File: src/rtl/btb_update_sched.sv
// rtl/btb_update_sched.sv - BTB write-port scheduler: update queue, entry update rules, invalidate sweep
// Owns the single BTB write port; the queue head drives a combinational BTB read.
module btb_update_sched #(
  parameter int DEPTH = 4,
  parameter int IDX_W = 3,
  parameter int TAG_W = 3,
  parameter int TGT_W = 8
) (
  input  logic                       clk,
  input  logic                       rst,
  input  logic                       memory_stall,
  input  logic                       upd_valid,
  output logic                       upd_ready,
  input  logic [31:0]                upd_pc,
  input  logic                       upd_taken,
  input  logic [31:0]                upd_target,
  input  logic                       inv_req,
  output logic                       inv_busy,
  output logic                       lookup_block,
  output logic [IDX_W-1:0]           btb_rd_idx,
  input  logic [TAG_W+TGT_W+2:0]     btb_rd_entry,
  output logic                       btb_wr_en,
  output logic [IDX_W-1:0]           btb_wr_idx,
  output logic [TAG_W+TGT_W+2:0]     btb_wr_entry,
  output logic [$clog2(DEPTH):0]     q_count
);

  localparam int PTR_W = $clog2(DEPTH);
  localparam int ENT_W = 1 + TAG_W + TGT_W + 2;

  typedef enum logic {ST_IDLE, ST_SWEEP} state_t;

  state_t             r_state;
  state_t             w_state_nxt;
  logic [IDX_W-1:0]   r_sweep_cnt;
  logic [PTR_W-1:0]   r_rd_ptr;
  logic [PTR_W-1:0]   r_wr_ptr;
  logic [PTR_W:0]     r_count;

  logic [IDX_W-1:0]   r_q_idx [DEPTH];
  logic [TAG_W-1:0]   r_q_tag [DEPTH];
  logic               r_q_taken [DEPTH];
  logic [TGT_W-1:0]   r_q_tgt [DEPTH];

  logic               w_full;
  logic               w_empty;
  logic               w_push;
  logic               w_pop;
  logic               w_flush;
  logic               w_sweep_adv;
  logic               w_sweep_last;

  logic [IDX_W-1:0]   w_h_idx;
  logic [TAG_W-1:0]   w_h_tag;
  logic               w_h_taken;
  logic [TGT_W-1:0]   w_h_tgt;

  logic               w_rd_valid;
  logic [TAG_W-1:0]   w_rd_tag;
  logic [TGT_W-1:0]   w_rd_tgt;
  logic [1:0]         w_rd_hist;
  logic               w_hit;
  logic [1:0]         w_hist_nxt;
  logic               w_unused_bits;

  assign w_unused_bits = ^{upd_pc[31:IDX_W+TAG_W+2], upd_pc[1:0], upd_target[31:TGT_W]};

  assign w_full       = (r_count == (PTR_W+1)'(DEPTH));
  assign w_empty      = (r_count == '0);
  assign upd_ready    = !w_full && (r_state == ST_IDLE) && !inv_req;
  assign w_push       = upd_valid && upd_ready;
  assign inv_busy     = (r_state == ST_SWEEP);
  assign lookup_block = inv_busy;
  assign q_count      = r_count;
  assign w_sweep_last = (r_sweep_cnt == {IDX_W{1'b1}});

  assign w_h_idx   = r_q_idx[r_rd_ptr];
  assign w_h_tag   = r_q_tag[r_rd_ptr];
  assign w_h_taken = r_q_taken[r_rd_ptr];
  assign w_h_tgt   = r_q_tgt[r_rd_ptr];
  assign btb_rd_idx = w_h_idx;

  assign w_rd_valid = btb_rd_entry[ENT_W-1];
  assign w_rd_tag   = btb_rd_entry[ENT_W-2 -: TAG_W];
  assign w_rd_tgt   = btb_rd_entry[TGT_W+1:2];
  assign w_rd_hist  = btb_rd_entry[1:0];
  assign w_hit      = w_rd_valid && (w_rd_tag == w_h_tag);

  // Saturating 2-bit direction history step
  always_comb begin
    w_hist_nxt = w_rd_hist;
    if (w_h_taken) begin
      if (w_rd_hist != 2'b11) w_hist_nxt = w_rd_hist + 2'd1;
    end else begin
      if (w_rd_hist != 2'b00) w_hist_nxt = w_rd_hist - 2'd1;
    end
  end

  always_comb begin
    w_state_nxt  = r_state;
    w_flush      = 1'b0;
    w_pop        = 1'b0;
    w_sweep_adv  = 1'b0;
    btb_wr_en    = 1'b0;
    btb_wr_idx   = w_h_idx;
    btb_wr_entry = '0;
    case (r_state)
      ST_IDLE: begin
        if (inv_req) begin
          w_state_nxt = ST_SWEEP;
          w_flush     = 1'b1;
        end else if (!w_empty && !memory_stall) begin
          w_pop = 1'b1;
          if (!w_hit) begin
            btb_wr_en    = w_h_taken;
            btb_wr_entry = {1'b1, w_h_tag, w_h_tgt, 2'b10};
          end else if (w_h_taken && (w_rd_tgt != w_h_tgt)) begin
            btb_wr_en    = 1'b1;
            btb_wr_entry = {1'b1, w_h_tag, w_h_tgt, 2'b10};
          end else begin
            btb_wr_en    = 1'b1;
            btb_wr_entry = {1'b1, w_h_tag, w_rd_tgt, w_hist_nxt};
          end
        end
      end
      ST_SWEEP: begin
        btb_wr_idx = r_sweep_cnt;
        if (!memory_stall) begin
          btb_wr_en   = 1'b1;
          w_sweep_adv = 1'b1;
          if (w_sweep_last) w_state_nxt = ST_IDLE;
        end
      end
      default: w_state_nxt = ST_IDLE;
    endcase
  end

  always_ff @(posedge clk) begin
    if (rst) begin
      r_state     <= ST_IDLE;
      r_sweep_cnt <= '0;
      r_rd_ptr    <= '0;
      r_wr_ptr    <= '0;
      r_count     <= '0;
    end else begin
      r_state <= w_state_nxt;
      if (w_flush) begin
        r_sweep_cnt <= '0;
        r_rd_ptr    <= '0;
        r_wr_ptr    <= '0;
        r_count     <= '0;
      end else begin
        if (w_sweep_adv) r_sweep_cnt <= r_sweep_cnt + 1'b1;
        if (w_push) r_wr_ptr <= r_wr_ptr + 1'b1;
        if (w_pop) r_rd_ptr <= r_rd_ptr + 1'b1;
        r_count <= r_count + {{PTR_W{1'b0}}, w_push} - {{PTR_W{1'b0}}, w_pop};
      end
    end
  end

  // Queue payload needs no reset; occupancy alone decides what is live
  always_ff @(posedge clk) begin
    if (w_push) begin
      r_q_idx[r_wr_ptr]   <= upd_pc[IDX_W+1:2];
      r_q_tag[r_wr_ptr]   <= upd_pc[IDX_W+TAG_W+1:IDX_W+2];
      r_q_taken[r_wr_ptr] <= upd_taken;
      r_q_tgt[r_wr_ptr]   <= upd_target[TGT_W-1:0];
    end
  end

endmodule

File: config.mk
export PLATFORM = sky130hd
export DESIGN_NAME = btb_update_sched
export DESIGN_NICKNAME = d
export VERILOG_FILES = /design/src/rtl/btb_update_sched.sv
export SDC_FILE = /design/constraint.sdc
export NUM_CORES = 1
export LEC_CHECK = 0
export ABC_AREA = 1
export CORE_MARGIN = 3
export CORE_UTILIZATION = 45
export DETAILED_ROUTE_END_ITERATION = 16
export GPL_TIMING_DRIVEN = 0
export PLACE_DENSITY_LB_ADDON = 0.3
export SYNTH_ARGS = -nofsm -noshare
export SYNTH_HDL_FRONTEND = slang
export SYNTH_SLANG_ARGS = --single-unit
export TNS_END_PERCENT = 100
File: constraint.sdc
create_clock -name clk -period 5.57 [get_ports clk]
set_clock_uncertainty 0.05 [all_clocks]
set_input_delay 1.114 -clock clk [delete_from_list [all_inputs] [get_ports clk]]
set_output_delay 1.114 -clock clk [all_outputs]
set_load 0.02 [all_outputs]
# Word level (Yosys, flattened, before mapping)
# Memories as Yosys holds them, arrays and structs flattened. A register that Yosys moved wholly into a read port is not among the register bits.
# Index checks and enable logic that the tools add are counted.
dict set report classes {
  addsub 7
  n_eq_ne 5
  muxes 33
  bitwise_logic 1
  reduce_logical 13
}
# operator count
set ops {}
lappend ops {{14-bit 2-to-1 mux} 3}
lappend ops {{2-bit 2-to-1 mux} 11}
lappend ops {{10-bit 2-to-1 mux} 2}
lappend ops {{1-bit 2-to-1 mux} 14}
lappend ops {{8-bit != test} 1}
lappend ops {{2-bit by 1-bit adder with 2-bit output, second input constant} 3}
lappend ops {{3-bit == test, second input constant} 2}
lappend ops {{1-bit logical AND} 6}
lappend ops {{1-bit logical NOT} 4}
lappend ops {{1-bit one-hot mux with 2 select lines} 2}
lappend ops {{3-bit by 1-bit adder with 3-bit output} 1}
lappend ops {{3-bit by 1-bit adder with 3-bit output, second input constant} 1}
lappend ops {{3-bit == test} 1}
lappend ops {{3-bit logical NOT} 1}
lappend ops {{3-bit 2-to-1 mux} 1}
lappend ops {{3-bit by 1-bit subtractor with 3-bit output} 1}
lappend ops {{2-bit != test, second input constant} 1}
lappend ops {{2-bit nonzero test} 1}
lappend ops {{2-bit OR reduction} 1}
lappend ops {{2-bit by 1-bit subtractor with 2-bit output, second input constant} 1}
lappend ops {{1-bit inverter} 1}
dict set report totals {
  ff_bits 11
  ramBits 60
  in_bits 84
  out_inout_bits 27
  elab_cells 68
  memories 4
}
# memory words width read_ports rd_clocked_by_memory_dff wr line_no
set memory_table {}
lappend memory_table {r_q_tgt 4 8 1 1 1 43} ;# logic [TGT_W-1:0] r_q_tgt [DEPTH];
lappend memory_table {r_q_idx 4 3 1 1 1 40} ;# logic [IDX_W-1:0] r_q_idx [DEPTH];
lappend memory_table {r_q_tag 4 3 1 1 1 41} ;# logic [TAG_W-1:0] r_q_tag [DEPTH];
lappend memory_table {r_q_taken 4 1 1 1 1 42} ;# logic r_q_taken [DEPTH];

# Logic depth before layout (Yosys ltp)
dict set report depth {
  word_depth 8
  ltp_mapped 16
  depth_no_buf 15
}

# Worst setup path after synthesis
# Ideal clock, no wire load.
dict set report synth_path {
  path_kind {input port to output port}
  start {in inv_req}
  end {out btb_wr_entry[3]}
  t_arrival_ns 2.335
  required_time_ns 4.406
  setup_slack_ns 2.071
  cell_stages 6
  n_path_buf 1
  path_cell_list {nor2_1 inv_1 nor3_1 clkbuf_1 nand2_1 nor2_1}
}
dict set report synth_between {
  elab_chain_cells 2
}
# item line_no
set synth_lines {}
lappend synth_lines {{start, declared} 17} ;# input logic inv_req,
lappend synth_lines {{14-bit 2-to-1 mux} 109} ;# if (inv_req) begin
lappend synth_lines {{14-bit 2-to-1 mux} 107} ;# case (r_state)
lappend synth_lines {{end, declared} 24} ;# output logic [TAG_W+TGT_W+2:0] btb_wr_entry,
# No other way between the ends.

# Final worst setup path
dict set report layout_path {
  start {in inv_req}
  end {out btb_wr_en}
}
dict set report layout_between {
  elab_chain_cells 2
}
# item line_no
set layout_lines {}
lappend layout_lines {{1-bit 2-to-1 mux} 109}
lappend layout_lines {{1-bit one-hot mux with 2 select lines} 107}
lappend layout_lines {{end, declared} 22} ;# output logic btb_wr_en,
# No other way between the ends.

==> impl_metrics.csv <==
group,metric,value,unit
power,leakagePower,1.73,nW
finish,regArea,2060,um^2
route,drt_first_pass_iters,4,
synth,yosysWarnings,0,
finish,num_antenna_cells,0,
global_routing,antenna_found_initial,0,
global_routing,grt-busiest-layer,"met2",
timing,fmaxAchievable,197,MHz
synth,synth_flop_cell,"edfxtp_1",
timing,drv_slew,0,
timing,tightest_slew,0.895,ns
placement,gp_congestion,0.807,
floorplan,die_w,93.0,um
clocking,cts.sinks,73,
global_routing,grt_usage,17.6,%
global_routing,grt_pass1_wl,11.6,mm
timing,setup_viol,0,
power,ir_drop,136,uV
finish,stdcell_count,533,
synth,yosys.area_share.adder,3.82,%
critical_path,setup.worst_path.start_class,"input pin",
global_routing,use_met2,29.9,%
synth,synth_area,3400,um^2
critical_path,rrSetupSlack,2.49,ns
finish,multiInputGateArea,1140,um^2
timing,timing.hold.ws,0.438,ns
clocking,cts_max_level,3,
synth,avgSynthCellArea,9.50,um^2
clocking,post_cts_resized,0,
timing,max-slew-margin-rel,40.3,%
critical_path,worstReg2RegEnd,"q_count[2]",
route,drtAntennaViolNets,0,
route,wl_per_cell,13.4,um
critical_path,worstPathArrival,3.91,ns
timing,rsz0062_at_grt,"no",
clocking,cts_root_buf,"clkbuf_8",
min_path,min_to,"r_sweep_cnt[0]",
floorplan,fp.dieH,93.0,um
power,finalPower,0.00105,W
timing,final_hold_viol_count,0,
critical_path,r2r-start,"inv_busy",
clocking,cts_hold_buf,0,
synth,ys_async_sr_fraction,0,%
placement,port_buffers,60,
finish,nNetsFinal,522,
finish,drive_gt1_share,8.53,%
synth,synth_edf_count,60,
route,drt-total-wl,7.14,mm
route,vias_per_cell,4.84,
route,drc_errors,0,
placement,dp_hpwl,4.93,mm
synth,synth_top_family_by_area,"simple AND/OR/NAND/NOR gates",
synth,ys_seq_area_share,60.6,%
min_path,hold_path_class,"flop to flop",
synth,ys_types,32,
global_routing,grt_max_degree,16,
synth,syn_nets,451,
floorplan,core_area,7290,um^2
clocking,numCtsBuffers,9,
placement,dp_cells,517,
clocking,clk_pin_slew,0.07,ns
min_path,min_from,"r_sweep_cnt[0]",
route,drtIter0Drc,111,
floorplan,die_area,8640,um^2
route,vias,2581,
timing,period_minus_slack,5.08,ns
synth,post_synth_inst_count,358,
clocking,insertion_delay,0.33,ns
synth,yosys.area_share.simple,24.3,%
global_routing,met1_usage,21.6,%
run_status,outcome,"finished clean",
min_path,hold_depth,2,
synth,yosys.area_share.xor_xnor,0.736,%
critical_path,crit_type,"input pin to output port",
synth,muxShareOfSynthArea,0,%
synth,synth-compound-area-share,4.34,%
finish,syn2layout_area_growth,26.2,%
finish,fillers,653,
clocking,clk_path_buf_depth,2,
timing,min_period_over_period,91.2,%
clocking,cts_setup_buffers,0,
floorplan,start_util,46.7,%
critical_path,cp-end-kind,"output port",
global_routing,first_global_vias,2478,
floorplan,rows,31,
finish,fin_area,4290,um^2
power,power.density,245,nW/um^2
floorplan,io_pins,111,
critical_path,worstPathMaxFanout,11,
critical_path,required,4.41,ns
timing,tns,0,ns
synth,synth-seq-cells,73,
global_routing,grt-ovfl-total,0,
clocking,tritoncts,"built",
placement,placed_cell_area,4130,um^2
job,maxCapViolCount,0,
critical_path,ff2ff_path_depth,10,
global_routing,grtUsageMet3,4.63,%
[routing by layer]
| metal | up-vias | share of wire, % |
|---|---|---|
| li1 | 1312 | - |
| met1 | 1191 | 44 |
| met2 | 71 | 50 |
| met3 | 7 | 4.7 |
| met4 | 0 | 1.3 |
| met5 | - | 0 |
[where the power goes]
group          total, W  internal [W]  leakage, nW  switching, W
sequential     0.000605      0.000600        0.648    0.00000429
combinational  0.000113     0.0000525         1.00     0.0000600
clock          0.000335      0.000161       0.0790      0.000174
total           0.00105      0.000814         1.73      0.000238
[layout by cell type, fill, tap and decap left out, types with 6 or more instances in the layout]
| cell type | Yosys | final |
|---|---|---|
| nand2_1 | 117 | 117 |
| clkbuf_8 | 0 | 9 |
| dfxtp_1 | 13 | 13 |
| buf_2 | 8 | 8 |
| clkdlybuf4s50_1 | 0 | 60 |
| clkbuf_1 | 2 | 6 |
| o21ai_0 | 10 | 10 |
| nor2_1 | 39 | 35 |
| inv_1 | 32 | 32 |
| nand3_1 | 32 | 32 |
| ha_1 | 8 | 8 |
| edfxtp_1 | 60 | 60 |
| a21oi_1 | 6 | 6 |
[synthesized netlist by cell type (2+ instances only)]
cell type  instances  area, um^2
a211oi_1           2        15.0
a21oi_1            6        30.0
buf_2              8        40.0
buf_4              3        22.5
clkbuf_1           2        7.51
dfxtp_1           13         260
edfxtp_1          60        1800
ha_1               8         100
inv_1             32         120
inv_2              2        7.51
nand2_1          117         439
nand3_1           32         160
nor2_1            39         146
nor3_1             2        10.0
nor3b_1            3        22.5
o21ai_0           10        50.1
o21ai_1            2        10.0
o22ai_1            3        18.8
[worst max-delay path by stage]
| stage | from | end | slack [ns] | cells after the start |
|---|---|---|---|---|
| finish | inv_req | btb_wr_en | 0.49 | 8 |
| CTS | inv_req | btb_wr_en | 0.44 | 8 |
| floorplan | inv_req | btb_wr_entry[3] | 2.07 | 6 |
| detailed placement | inv_req | btb_wr_en | 0.45 | 8 |
| global placement | inv_req | btb_wr_en | 0.48 | 8 |
| global route | inv_req | btb_wr_en | 0.31 | 8 |
[flip-flops by register name, summed over array words and instances (netlist names), named ones only]
| signal | count |
|---|---|
| r_wr_ptr | 2 |
| r_q_tag | 12 |
| r_q_taken | 4 |
| q_count | 3 |
| r_q_tgt | 32 |
| r_q_idx | 12 |
| r_rd_ptr | 2 |
| r_sweep_cnt | 3 |
| inv_busy | 1 |
[area by class of cell]
| class | count | share of cell area (%) |
|---|---|---|
| flip-flops and latches | 73 | 48.0 |
| multi-input cells | 237 | 26.6 |
| repair buffers | 60 | 14.0 |
| clock buffers | 13 | 3.24 |
| inverters | 34 | 2.97 |
| well taps | 99 | 2.89 |
| plain buffers | 14 | 1.89 |
| clock inverters | 3 | 0.408 |
[kinds of logic (layout without fill, tap and decap cells)]
kind of cell,Yosys count,in the layout
and+or+nand+nor,199,199
DFF,73,73
buffers and inverters,48,124
AOI/OAI and AO/OA,26,26
adders and majority gates,10,10
xor gates and xnor gates,2,2
[critical path, cell delays in order]
cell	delay, ns
clkdlybuf4s50_1	0.41
nor2_1	0.13
inv_1	0.07
nor3_1	0.55
clkbuf_1	0.59
o21ai_0	0.29
nand2_1	0.12
clkdlybuf4s50_1	0.61
[metrics by stage]
step | util (%) | setup slack [ns]
3_5_place_dp | 56.7 | 0.452
5_1_grt | 58.9 | 0.311
2_1_floorplan | - | 2.07
6_report | 58.9 | 0.491
3_3_place_gp | 56.6 | 0.484
4_1_cts | 58.8 | 0.440
Note: power is estimated with default switching activity, not from simulation.
